**config.mk**
```make
export PLATFORM = sky130hd
export DESIGN_NAME = fp_round32_l2
export DESIGN_NICKNAME = d
export VERILOG_FILES = /design/src/rtl/fp_round32_l2.sv
export SDC_FILE = /design/constraint.sdc
export NUM_CORES = 1
export LEC_CHECK = 0
export CORE_MARGIN = 2
export CORE_UTILIZATION = 40
export DETAILED_ROUTE_END_ITERATION = 12
export PLACE_DENSITY = 0.65
export SLEW_MARGIN = 5
export SYNTH_ARGS = -nofsm -noshare
export SYNTH_HDL_FRONTEND = slang
export SYNTH_SLANG_ARGS = --single-unit
```
**constraint.sdc**
```tcl
create_clock -name clk -period 3.9 [get_ports clk]
set_input_delay 0.585 -clock clk [delete_from_list [all_inputs] [get_ports clk]]
set_output_delay 0.585 -clock clk [all_outputs]
set_load 0.005 [all_outputs]
```
**src/rtl/fp_round32_l2.sv**
```systemverilog
// rtl/fp_round32_l2.sv - binary32 round-and-pack stage, two-stage valid/ready pipe
// Optional: FP_ROUND_FTZ_EN flushes denormal results to signed zero.
module fp_round32_l2 (
  input  logic        clk,
  input  logic        rst_n,
  input  logic        i_valid,
  output logic        i_ready,
  input  logic        i_sign,
  input  logic [7:0]  i_exp,
  input  logic [25:0] i_sig,
  input  logic        i_inexact,
  input  logic [2:0]  i_rm,
  output logic        o_valid,
  input  logic        o_ready,
  output logic [31:0] o_data,
  output logic        o_overflow,
  output logic        o_underflow,
  output logic        o_inexact
);

  localparam logic [2:0] RM_RNE = 3'b000;
  localparam logic [2:0] RM_RTZ = 3'b001;
  localparam logic [2:0] RM_RDN = 3'b010;
  localparam logic [2:0] RM_RUP = 3'b011;
  localparam logic [2:0] RM_RMM = 3'b100;

  logic        advance;
  logic        v1_q, v2_q;
  logic        sign1_q, sign1_d;
  logic [7:0]  exp1_q, exp1_d;
  logic [24:0] sum1_q, sum1_d;
  logic        inexact1_q, inexact1_d;
  logic [2:0]  rm1_q, rm1_d;
  logic        special1_q, special1_d;
  logic        zero1_q, zero1_d;
  logic        inc;

  logic [31:0] data_q, data_d;
  logic        ovf_q, ovf_d;
  logic        unf_q, unf_d;
  logic        inx_q, inx_d;

  assign advance = !v2_q || o_ready;
  assign i_ready = advance;
  assign o_valid = v2_q;
  assign o_data = data_q;
  assign o_overflow = ovf_q;
  assign o_underflow = unf_q;
  assign o_inexact = inx_q;

  // Stage 1: rounding increment decision and significand add.
  always_comb begin
    rm1_d = (i_rm > RM_RMM) ? RM_RNE : i_rm;
    special1_d = (i_exp == 8'hFF);
    zero1_d = (i_exp == 8'h00) && (i_sig == 26'd0);
    inc = 1'b0;
    case (rm1_d)
      RM_RNE: inc = i_sig[1] & (i_sig[0] | i_sig[2]);
      RM_RTZ: inc = 1'b0;
      RM_RDN: inc = i_sign & (i_sig[1] | i_sig[0]);
      RM_RUP: inc = !i_sign & (i_sig[1] | i_sig[0]);
      RM_RMM: inc = i_sig[1];
      default: inc = 1'b0;
    endcase
    if (special1_d) inc = 1'b0;
    sum1_d = {1'b0, i_sig[25:2]} + {24'd0, inc};
    sign1_d = i_sign;
    exp1_d = i_exp;
    inexact1_d = i_sig[1] | i_sig[0] | i_inexact;
  end

  logic [8:0]  exp_adj;
  logic [22:0] frac_adj;
  logic [22:0] frac_nan;

  // Stage 2: exponent adjust, overflow saturation, specials and pack.
  always_comb begin
    exp_adj = {1'b0, exp1_q};
    frac_adj = sum1_q[22:0];
    if (sum1_q[24]) begin
      exp_adj = {1'b0, exp1_q} + 9'd1;
      frac_adj = sum1_q[23:1];
    end else if (exp1_q == 8'h00 && sum1_q[23]) begin
      exp_adj = 9'd1;
    end
    frac_nan = sum1_q[22:0] | 23'h400000;

    data_d = 32'd0;
    ovf_d = 1'b0;
    unf_d = 1'b0;
    inx_d = 1'b0;
    if (!v1_q) begin
      data_d = 32'd0;
    end else if (special1_q) begin
      data_d = {sign1_q, 8'hFF, (sum1_q[22:0] == 23'd0) ? 23'd0 : frac_nan};
    end else if (zero1_q) begin
      data_d = {sign1_q, 31'd0};
    end else if (exp_adj >= 9'h0FF) begin
      ovf_d = 1'b1;
      inx_d = 1'b1;
      case (rm1_q)
        RM_RTZ: data_d = {sign1_q, 31'h7F7FFFFF};
        RM_RDN: data_d = sign1_q ? 32'hFF800000 : 32'h7F7FFFFF;
        RM_RUP: data_d = sign1_q ? 32'hFF7FFFFF : 32'h7F800000;
        default: data_d = {sign1_q, 31'h7F800000};
      endcase
    end else begin
      data_d = {sign1_q, exp_adj[7:0], frac_adj};
      inx_d = inexact1_q;
      unf_d = (exp_adj[7:0] == 8'h00) && inexact1_q;
`ifdef FP_ROUND_FTZ_EN
      if (exp_adj[7:0] == 8'h00 && frac_adj != 23'd0) begin
        data_d = {sign1_q, 31'd0};
        unf_d = 1'b1;
        inx_d = 1'b1;
      end
`endif
    end
  end

  always_ff @(posedge clk or negedge rst_n) begin
    if (!rst_n) begin
      v1_q <= 1'b0;
      v2_q <= 1'b0;
      sign1_q <= 1'b0;
      exp1_q <= 8'd0;
      sum1_q <= 25'd0;
      inexact1_q <= 1'b0;
      rm1_q <= RM_RNE;
      special1_q <= 1'b0;
      zero1_q <= 1'b0;
      data_q <= 32'd0;
      ovf_q <= 1'b0;
      unf_q <= 1'b0;
      inx_q <= 1'b0;
    end else if (advance) begin
      v1_q <= i_valid;
      v2_q <= v1_q;
      sign1_q <= sign1_d;
      exp1_q <= exp1_d;
      sum1_q <= sum1_d;
      inexact1_q <= inexact1_d;
      rm1_q <= rm1_d;
      special1_q <= special1_d;
      zero1_q <= zero1_d;
      data_q <= data_d;
      ovf_q <= ovf_d;
      unf_q <= unf_d;
      inx_q <= inx_d;
    end
  end

endmodule

```
==> results of run 1 <==
cell usage after synthesis (all sizes together) (3+ instances only):
cell type | instances | share of area (%)
a2111oi | 23 | 8.2
a31oi | 4 | 0.54
a211o | 4 | 0.76
nand2 | 83 | 6.8
nor4b | 3 | 1.2
ha | 4 | 1.1
nand2b | 3 | 0.41
a21oi | 5 | 0.54
nor3 | 6 | 0.65
inv | 5 | 0.41
and3 | 6 | 0.82
nand4 | 15 | 2.0
a22oi | 22 | 3.6
buf | 12 | 2.2
nand3 | 16 | 1.7
and4 | 3 | 0.60
clkbuf | 15 | 1.3
and2b | 6 | 1.0
o21a | 4 | 0.65
a22o | 3 | 0.57
dfrtp | 77 | 42
nor2b | 18 | 2.4
xnor2 | 10 | 1.9
nor2 | 10 | 0.82
xor2 | 17 | 3.2
nor4 | 15 | 2.3
o21ai | 60 | 6.9
power by group through the flow:
| stage | logic, mW | clock network, mW | registers (mW) |
|---|---|---|---|
| after floorplan | 0.272 | 0 | 1.01 |
| after global placement | 0.497 | 0 | 1.04 |
| after detailed placement | 0.504 | 0 | 1.04 |
| after CTS | 0.506 | 0.887 | 1.03 |
| after global routing | 0.552 | 0.929 | 1.04 |
| final | 0.500 | 0.873 | 1.03 |
logic make-up after synthesis:
logic type / synth area share, %
compound gates: 25.0
flops: 41.9
fa+ha+maj: 1.09
buf+inv: 4.57
mux: 0.435
simple gates: 21.8
xor+xnor: 5.14
final timing paths:
| kind | startpoint | endpoint | slack, ns | cells after the start |
|---|---|---|---|---|
| min in group clk | o_data[31]$_DFFE_PN0P_ | o_data[31]$_DFFE_PN0P_ | 0.48 | 2 |
| worst min register to register | o_data[31]$_DFFE_PN0P_ | o_data[31]$_DFFE_PN0P_ | 0.48 | 2 |
| worst max register to register | exp1_q[2]$_DFFE_PN0P_ | o_data[1]$_DFFE_PN0P_ | 1.07 | 5 |
| worst min-delay path | rst_n | o_data[6]$_DFFE_PN0P_ | 0.42 | 1 |
| max in group asynchronous | rst_n | sum1_q[24]$_DFFE_PN0P_ | 2.81 | 1 |
| worst max-delay path | i_rm[2] | sum1_q[20]$_DFFE_PN0P_ | 0.85 | 12 |
per-stage QoR:
stage | total power [mW] | utilization [%] | setup slack (ns) | hold WS [ns] | instances
2_1_floorplan | 1.28 | - | 1.39 | 0.289 | 478
3_3_place_gp | 1.53 | 48.0 | 0.604 | 0.461 | 677
3_5_place_dp | 1.54 | 48.0 | 0.495 | 0.467 | 677
4_1_cts | 2.42 | 50.7 | 0.840 | 0.453 | 692
5_1_grt | 2.52 | 50.7 | 0.545 | 0.497 | 692
6_report | 2.40 | 50.7 | 0.851 | 0.417 | 692
routing by layer:
layer / vias to the layer above / routed length (um) / part of all wire [%] / GRT usage (%)
met4: 0 / 293 / 2.5 / 7.74
met5: - / 0 / 0 / 0
met2: 107 / 5920 / 50 / 32.8
met1: 1862 / 5110 / 43 / 24.1
met3: 21 / 492 / 4.2 / 3.01
li1: 1922 / - / - / -
sequential cells by signal, summed over array words and instances, names as in the netlist:
signal and flops:
o_data 32, sum1_q 25, exp1_q 8, rm1_q 3, inexact1_q 1, o_inexact 1
o_overflow 1, o_underflow 1, o_valid 1, sign1_q 1, special1_q 1, v1_q 1
zero1_q 1
final cells by class:
type	instances	share of cell area, %
Multi-Input combinational cell	366	43.0
Sequential cell	77	33.6
Timing Repair Buffer	86	14.6
Clock buffer	11	4.05
Tap cell	143	3.12
Clock inverter	4	1.29
Inverter	5	0.327
==> results.yml, run 1 <==
floorplanning:
  fp-row-count: 39
  design.portCount: 80
  die_x_um: 111
  die_h_um: 111
  initial_core_util_pct: 40.6
  die_area_sq_um: 12400
  core_area_sq_um: 11300
grt:
  grt_first_pass_wirelength_um: 19100
  first_global_vias: 3776
  grt_util_all_layers_pct: 19.1
  grt-ovfl-total: 0
  grt_start_max_net_pins: 78
  antenna_found_initial: 0
power_and_ir_drop:
  p_leak_nw: 2.24
  max-vdd-ir-drop_uv: 190
  power.clock.fraction_pct: 36.4
  seq_power_share_pct: 42.8
  netSwitchingFraction_pct: 27.9
  share_comb_of_total_power_pct: 20.9
  power_switching_uw: 669
  internal_power_mw: 1.73
  cellPowerDensity_nw_per_um2: 418
clock_tree:
  cts_made_buffers: 9
  cts_repair_resize_count: 0
  worst_setup_hold_path_clk_slew_ns: 0.06
  h-tree-depth: 3
  holdBufCountCts: 0
  clock_path_buffers: 2
  tritoncts: "done"
  cts_setup_buffers: 0
  library_cell_used_as_clock_root_buffer: "clkbuf_16"
  cts_sinks: 77
  clock_insertion_delay_worst_skew_ns: 0.33
logic_synthesis:
  synthesis.yosys.warnings: 0
  syn-cell-area_sq_um: 4600
  postSynth.asyncResetShare_pct: 100
  synth.lib_cells_used.distinct: 60
  synth-main-ff-cell: "dfrtp_1"
  gate_count_of_the_mapped_netlist: 478
  synthesized_nets: 525
  synth.ff_latch_count: 77
  synth.avg_cell_area_sq_um: 9.62
  seq_area_frac_synth_pct: 41.9
  synth_enable_flop_cells: 0
timing:
  period_needed_ns: 3.05
  slew-limit-headroom_pct: 35.5
  hold_violations: 0
  totalNegativeSetupSlack_ns: 0
  final-setup-viol-count: 0
  timing.clock.skew_ns: 0.0117
  min_period_over_period_pct: 78.2
  rsz_0062_raised_after_global_routing: "false"
  tightestPinTransition_ns: 0.967
  timing.final.max_slew_violations: 0
  fmax_ghz: 0.328
cells_and_area:
  layout-drive-gt1-share_pct: 10.2
  design.final.nets: 592
  finalInstanceArea_sq_um: 5740
  area_growth_pct: 24.9
  multi_input_logic_area_sq_um: 2470
  sequential_cell_area_sq_um: 1930
  fillCellCount: 1070
  layout_common_cells: "83 x nand2_1, 78 x clkdlybuf4s50_1, 76 x dfrtp_1"
  diodes: 0
  most_common_cell_after_layout_fill_and_taps_aside: "nand2_1"
placed_design:
  gp_congestion: 0.920
  dp.final_hpwl_um: 8770
  dpl-instance-area_sq_um: 5440
  placement.io_buffers: 79
run:
  maxCapViolCount: 0
setup_path:
  start_kind: "primary input"
  cp_top_family: "simple AND/OR/NAND/NOR gates"
  critPathArrivalTime_ns: 3.23
  timing.critical_path.slowest_cell_delay_ns: 0.52
  crit_required_ns: 4.08
  critical-path-slowest-cell: "nor4_2"
  criticalPathCategory: "in -> reg"
  cp_cell_sequence: "clkdlybuf4s50_1, nand2b_1, nor3_1, a21oi_1, nor3_1, ha_1, ha_1, nand3_1, nor4_2, nand4_1, xor2_1, o21ai_1"
  critical_path.n_buffers_inverters: 1
  timing.critical_path.fanout_max: 5
  cp-end-kind: "flop"
route:
  route.detailed.drc: 0
  totalWireLength_um: 11800
  detailedRoute.firstIterationViolations: 206
  wl_per_cell_um: 17.1
  first_pass_iters: 5
  ant_nets: 0
  total_number_of_vias: 3912
  vias_per_cell: 5.65
worst_hold_path:
  worst_min_delay_path_category: "in -> async"
run_status:
  outcome: "complete, no violations"
Power figures use the tool's default switching activity.
==> inputs of run 2 (changes only) <==
- clock period: 3.9 -> 2.9 ns (I/O delays scaled with it)
==> results.yml, run 2 (synthesized netlist as in run 1, its figures left out) <==
clock_tree:
  worst_setup_hold_path_clk_slew_ns: 0.06
  cts_setup_buffers: 0
  library_cell_used_as_clock_root_buffer: "clkbuf_16"
  cts_made_buffers: 9
  clock_insertion_delay_worst_skew_ns: 0.34
  tritoncts: "done"
  clock_path_buffers: 2
  h-tree-depth: 3
  cts_sinks: 77
  holdBufCountCts: 0
power_and_ir_drop:
  p_leak_nw: 2.32
  cellPowerDensity_nw_per_um2: 544
  max-vdd-ir-drop_uv: 337
  design_power_total_mw: 3.20
timing:
  hold_violations: 0
  period_needed_ns: 2.63
  timing.clock.skew_ns: 0.00594
  slew-limit-headroom_pct: 50.5
  final-setup-viol-count: 0
  fmax_ghz: 0.380
  finalWorstSetupSlack_ns: 0.270
  finalHoldWorstSlack_ns: 0.108
  totalNegativeSetupSlack_ns: 0
  timing.final.max_slew_violations: 0
  tightestPinTransition_ns: 0.742
  min_period_over_period_pct: 90.7
route:
  ant_nets: 0
  detailedRoute.firstIterationViolations: 187
  total_number_of_vias: 3967
  first_pass_iters: 5
  vias_per_cell: 5.58
  route.detailed.drc: 0
  wl_per_cell_um: 17.2
  totalWireLength_um: 12200
placed_design:
  detailedPlace.worstSlack_ns: -0.149
  dpl-instance-area_sq_um: 5580
  numPlacedInstances: 695
  placement.io_buffers: 79
  dp.final_hpwl_um: 9250
  gp_congestion: 0.889
setup_path:
  crit_top_cell: "nor3_1"
  timing.critical_path.fanout_max: 4
  cp_cell_sequence: "clkdlybuf4s50_1, nor3_1, o31ai_1, a21oi_1, nor3_1, ha_1, ha_1, nand3_1, buf_4, nor3_1, nand4_1, xor2_1, o21ai_0"
  critPathArrivalTime_ns: 2.82
  cp-end-kind: "flop"
  critical_path.n_buffers_inverters: 2
  start_kind: "primary input"
  cp_top_family: "simple AND/OR/NAND/NOR gates"
  critical-path-slowest-cell: "clkdlybuf4s50_1"
  r2r_slack_ns: 0.52
  timing.critical_path.slowest_cell_delay_ns: 0.51
  criticalPathCategory: "in -> reg"
  crit_required_ns: 3.09
floorplanning:
  core_area_sq_um: 11300
  design.portCount: 80
  die_h_um: 111
  fp-row-count: 39
  initial_core_util_pct: 40.6
  die_area_sq_um: 12400
  die_x_um: 111
cells_and_area:
  final_cells: 711
  largest_register_ff_count: 32
  diodes: 0
  most_common_cell_after_layout_fill_and_taps_aside: "nand2_1"
  finalInstanceArea_sq_um: 5880
  design.final.nets: 610
  layout-drive-gt1-share_pct: 13.4
  final_core_util_pct: 52.0
  area_growth_pct: 27.9
  layout_common_cells: "83 x nand2_1, 78 x clkdlybuf4s50_1, 76 x dfrtp_1"
grt:
  grt_util_all_layers_pct: 20.7
  antenna_found_initial: 0
  grt-ovfl-total: 0
  grt_start_max_net_pins: 80
  first_global_vias: 4009
  grt_first_pass_wirelength_um: 20500
run_status:
  outcome: "complete, no violations"
run:
  maxCapViolCount: 0
worst_hold_path:
  worst_min_delay_path_category: "in -> async"
-- run 2: cell count changes in the layout (fill, tap and decap cells not counted) --
cell        delta
buf_12         +1
buf_4         +17
bufinv_16      -1
clkbuf_8       +1
clkinv_2       +1
clkinv_4       -1
clkinvlp_4     +1
nor3_1         -1
nor3_2         +1
-- run 2: path summary, 6_finish.rpt --
check / from / to / cells after the start
hold / removal: rst_n / o_data[3]$_DFFE_PN0P_ / 1
hold reg to reg: o_data[31]$_DFFE_PN0P_ / o_data[31]$_DFFE_PN0P_ / 2
min in group clk: o_data[31]$_DFFE_PN0P_ / o_data[31]$_DFFE_PN0P_ / 2
setup reg to reg: exp1_q[0]$_DFFE_PN0P_ / o_data[1]$_DFFE_PN0P_ / 8
setup / recovery: i_rm[2] / sum1_q[14]$_DFFE_PN0P_ / 13
max in group asynchronous: rst_n / o_data[20]$_DFFE_PN0P_ / 2
-- run 2: layout make-up --
class / count / area, sq um
clock buffer: 12 / 246
fill: 1084 / 5440
clock inverter: 4 / 47.5
tap: 143 / 179
timing repair buffer: 104 / 988
sequential: 77 / 1930
inverter: 5 / 18.8
multi-input combinational: 366 / 2470
-- run 2: worst reg2reg max path, stage by stage, from the launching register on --
cell	delay (ns)
dfrtp_1	0.43
inv_1	0.16
ha_1	0.18
nor4b_4	0.21
a211oi_1	0.16
o2111a_2	0.35
buf_12	0.19
a2111oi_0	0.41
o21ai_0	0.15
-- run 2: per-layer routing --
layer	global-route usage (%)	routed length, um	up-vias	share of wire [%]
li1	-	-	1946	-
met1	26.8	5410	1879	44
met2	34.1	6020	119	49
met3	4.32	520	23	4.3
met4	8.15	278	0	2.3
met5	0	0	-	0
-- run 2: where the power goes --
group          total, mW  leakage, nW  switching (mW)  internal (mW)
clock network       1.13        0.143           0.440          0.688
logic              0.696         1.21           0.320          0.376
registers           1.38        0.971           0.161           1.22
-- run 2: repair_timing --
action	4_1_cts	5_1_grt
endpoints found under the setup margin	0	5
resized for setup	0	1
endpoints found under the hold margin	0	0
==> inputs of run 3 (changes only) <==
- TNS_END_PERCENT: not set -> 100
==> results of run 3 <==
Final layout, timing and power as in run 2 (identical DEF).
==> edit 1: new RTL, flow settings as in run 2 <==
Register the output `o_underflow` once more, cleared by the reset; this adds one clock of latency there. The other outputs are not delayed to match.
--- a/src/rtl/fp_round32_l2.sv
+++ b/src/rtl/fp_round32_l2.sv
@@ -45,7 +45,13 @@
   assign o_valid = v2_q;
   assign o_data = data_q;
   assign o_overflow = ovf_q;
-  assign o_underflow = unf_q;
+  always_ff @(posedge clk or negedge rst_n) begin
+    if (!rst_n) begin
+      o_underflow <= '0;
+    end else begin
+      o_underflow <= unf_q;
+    end
+  end
   assign o_inexact = inx_q;
 
   // Stage 1: rounding increment decision and significand add.
Check against the original RTL: not equivalent (Yosys sat finds a counterexample within 4 cycles, from zero or initial values and one cycle with rst_n low).
==> edit 1 against run 2 <==
- first-iteration DRC count rose by 25%
- final cell count fell by 2.4%
- final area fell by 5.3%
- power fell by 12%
- global-route usage fell by 1.0 points
- setup slack got worse by 190 ps
- area after synthesis fell by 5.0%
- critical path type unchanged
- fmax fell by 6.6%
- sequential cell count rose by 1
- wire length fell by 7.2%
- largest cell class unchanged
==> edit 1: results <==
export IMPL_run_status="finished, final reports clean"
export IMPL_synth_fa_ha_area_share_pct=1.145
export IMPL_r2r_start="exp1_q[0]"
export IMPL_cpMaxStageDelayCell="or4_4"
export IMPL_multi_input_area_um2=2255
export IMPL_synth_seq_cells=78
export IMPL_drt_initial_drc_count=234
export IMPL_synth_nets=514
export IMPL_synth_edf_count=0
export IMPL_place_ws_ps=-327.8
export IMPL_synth_top_area_share_pct=44.67
export IMPL_r2r_slack_ps=480
export IMPL_timing_rr_end="o_data[22]"
export IMPL_seq_area_share_pct=35.02
export IMPL_grt_pass1_wl_um=18120
export IMPL_grt_usage_pct=19.72
export IMPL_arrival_ps=3010
export IMPL_critPathMaxStageDelay_ps=540
export IMPL_final_nets=596
export IMPL_synth_xor_area_share_pct=6.214
export IMPL_synth_seq_area_share_pct=44.67
export IMPL_layout_drive_gt1_share_pct=11.19
export IMPL_cts_root_buf="clkbuf_8"
export IMPL_fill_cells=1049
export IMPL_synth_compound_area_share_pct=17.12
export IMPL_clk_share_pct=3.390
export IMPL_cellLeakagePower_nw=2.230
export IMPL_synth_cell_types=53
export IMPL_ir_drop_mv=0.2130
export IMPL_reg2reg_depth=7
export IMPL_cp_endpoint="sum1_q[18]"
export IMPL_firstDrtPassIters=7
export IMPL_grt_pass1_vias=3579
export IMPL_clkbuf_count=9
export IMPL_synthMuxAreaShare_pct=5.498
export IMPL_finClkSkew_ps=10.26
export IMPL_yosys_top_cells_area="dfrtp_1, nand2_1, mux2i_1"
export IMPL_signal_buffers=102
export IMPL_nonClkBufAreaFrac_pct=17.45
export IMPL_clkTransAtPathRegs_ps=80
export IMPL_finalCriticalPeriod_ps=2815
export IMPL_cts_resized=0
export IMPL_top_layer="met4"
export IMPL_globalplace_congestion=0.8657
export IMPL_nMultiInputCombCells=350
export IMPL_routed_wl_um=11340
export IMPL_num_vias=3781
export IMPL_max_slew_margin_rel_pct=32.69
export IMPL_cp_max_fo=7
export IMPL_met3_length_um=467
edit 1: cell types whose count changed after synthesis, moves of 13 or more:
cell,delta
mux2i_1,+22
o211ai_1,+22
a2111oi_2,-15
nor2b_1,-15
xnor2_1,+15
o21ai_1,-13
edit 1: through the flow:
| step | hold WS (ps) | area [um^2] | instances | setup TNS, ps |
|---|---|---|---|---|
| 5_1_grt | 337.8 | 5573 | 694 | -17.40 |
| 3_3_place_gp | 366.9 | 5358 | 678 | -839.1 |
| 6_report | 218.1 | 5573 | 694 | 0 |
| 4_1_cts | 293.5 | 5547 | 694 | 0 |
| 3_5_place_dp | 368.5 | 5358 | 678 | -2529 |
| 2_1_floorplan | 139.4 | 4369 | 467 | 0 |
edit 1: report_power, final:
part | switching, mW | internal, mW
combinational | 0.301 | 0.344
clock | 0.407 | 0.391
sequential | 0.150 | 1.23
total | 0.857 | 1.96
edit 1: cell families (layout without fill, tap and decap cells):
kind of cell / Yosys count / in the layout
adder cells (fa/ha/maj): 4 / 4
XOR/XNOR: 31 / 31
buffers and inverters: 39 / 126
AND/OR/NAND/NOR: 181 / 181
flip-flops: 78 / 78
AO/OA/AOI/OAI: 110 / 110
multiplexers: 24 / 24
edit 1: routing by layer:
metal	global-route usage (%)	vias to the layer above
met5	0	-
met4	8.059	0
met3	3.255	26
met2	30.04	90
met1	27.82	1816
li1	-	1849
edit 1: worst max-delay path, delay by kind of cell:
kind / cells / cell delay (ps)
compound gates: 3 / 470
xor+xnor: 1 / 140
fa+ha+maj: 2 / 380
buf+inv: 2 / 620
simple gates: 4 / 960
==> edit 2: new RTL, flow settings as in run 2 <==
Made on the original files. Add a define of `FP_ROUND_FTZ_EN`.
--- a/src/rtl/fp_round32_l2.sv
+++ b/src/rtl/fp_round32_l2.sv
@@ -1,5 +1,7 @@
 // rtl/fp_round32_l2.sv - binary32 round-and-pack stage, two-stage valid/ready pipe
 // Optional: FP_ROUND_FTZ_EN flushes denormal results to signed zero.
+`define FP_ROUND_FTZ_EN
+
 module fp_round32_l2 (
   input  logic        clk,
   input  logic        rst_n,
Formal check against the unedited RTL: not equivalent (Yosys sat finds a counterexample within 4 cycles, from zero or initial values and one cycle with rst_n low).
==> edit 2 against run 2 <==
- power is 5.8% lower
- non-clock buffer count is 8 lower
- sequential cell count stayed put
- combinational power is 4.3% higher
- count of clock-buffer cells in the layout is 2 lower
- wire length is 5.4% lower
- via count is 1.3% higher
- setup slack better by 37 ps
- final area is 4.0% lower
- critical path depth is 5 lower
- clock skew is 2.3 ps higher
- area after synthesis is 2.6% lower
- global-route usage is 0.37 points lower
- largest cell class unchanged
==> edit 2: results <==
export IMPL_run_status="finished, final reports clean"
export IMPL_synth_seq_area_share_pct=43.02
export IMPL_syn_instance_count=518
export IMPL_ir_drop_mv=0.2626
export IMPL_ys_top_cells_by_count="nand2_1, dfrtp_1, a21oi_1"
export IMPL_utilization_pct=51.86
export IMPL_synth_cell_types=55
export IMPL_finClkSkew_ps=8.211
export IMPL_gr_usage_met3_pct=2.667
export IMPL_layout_drive_gt1_share_pct=11.47
export IMPL_cts_root_buf="clkbuf_8"
export IMPL_place_ws_ps=-188.0
export IMPL_routed_wl_um=11560
export IMPL_grt_pass1_vias=3667
export IMPL_grt_met1_usage_pct=30.81
export IMPL_fill_cells=1027
export IMPL_cellLeakagePower_nw=2.262
export IMPL_cp_max_fo=21
export IMPL_startpoint="exp1_q[0]"
export IMPL_cp_endpoint="o_data[2]"
export IMPL_switching_share_pct=29.79
export IMPL_dp_cells=717
export IMPL_power_mw=3.018
export IMPL_max_slew_margin_rel_pct=41.02
export IMPL_critical_path_top_delay_family="compound AO/OA/AOI/OAI gates"
export IMPL_firstDrtPassIters=4
export IMPL_timing_hold_ws_ps=93.31
export IMPL_viasPerCell=5.484
export IMPL_combPwrFrac_pct=24.0
export IMPL_r2r_slack_ps=310
export IMPL_clkTransAtPathRegs_ps=80
export IMPL_power_clock_uw=910
export IMPL_met3_length_um=523
export IMPL_dr_wl_met2_um=5162
export IMPL_synth_nets=565
export IMPL_grt_use_met2_pct=29.18
export IMPL_final_nets=635
export IMPL_dpl_hpwl_um=8446
export IMPL_yosys_top_cells_area="dfrtp_1, nand2_1, mux2_2"
export IMPL_placed_area_um2=5418
export IMPL_grt_pass1_wl_um=18980
[edit 2: cell types whose count changed after synthesis, moves of 11 or more]
cell       delta
mux2_2       +24
o22ai_1      +18
nor2b_1      -16
o21ai_1      -17
a21oi_1      +45
a2111oi_2    -16
nor2_1       +30
a22oi_1      -21
clkbuf_1     +11
[edit 2: logic make-up after synthesis]
kind of cell	share of synthesized area [%]
flip-flops	43.02
XOR/XNOR	5.475
multiplexers	6.480
AND/OR/NAND/NOR	22.35
adder cells (fa/ha/maj)	1.117
buffers and inverters	4.301
AO/OA/AOI/OAI	17.26
[edit 2: area by class of cell]
| cell class | instances | area share [%] |
|---|---|---|
| clock buffers | 10 | 2.437 |
| inverters | 6 | 0.3988 |
| well taps | 140 | 3.102 |
| clock inverters | 6 | 1.529 |
| flip-flops and latches | 77 | 34.12 |
| repair buffers | 96 | 16.40 |
| multi-input cells | 398 | 42.01 |
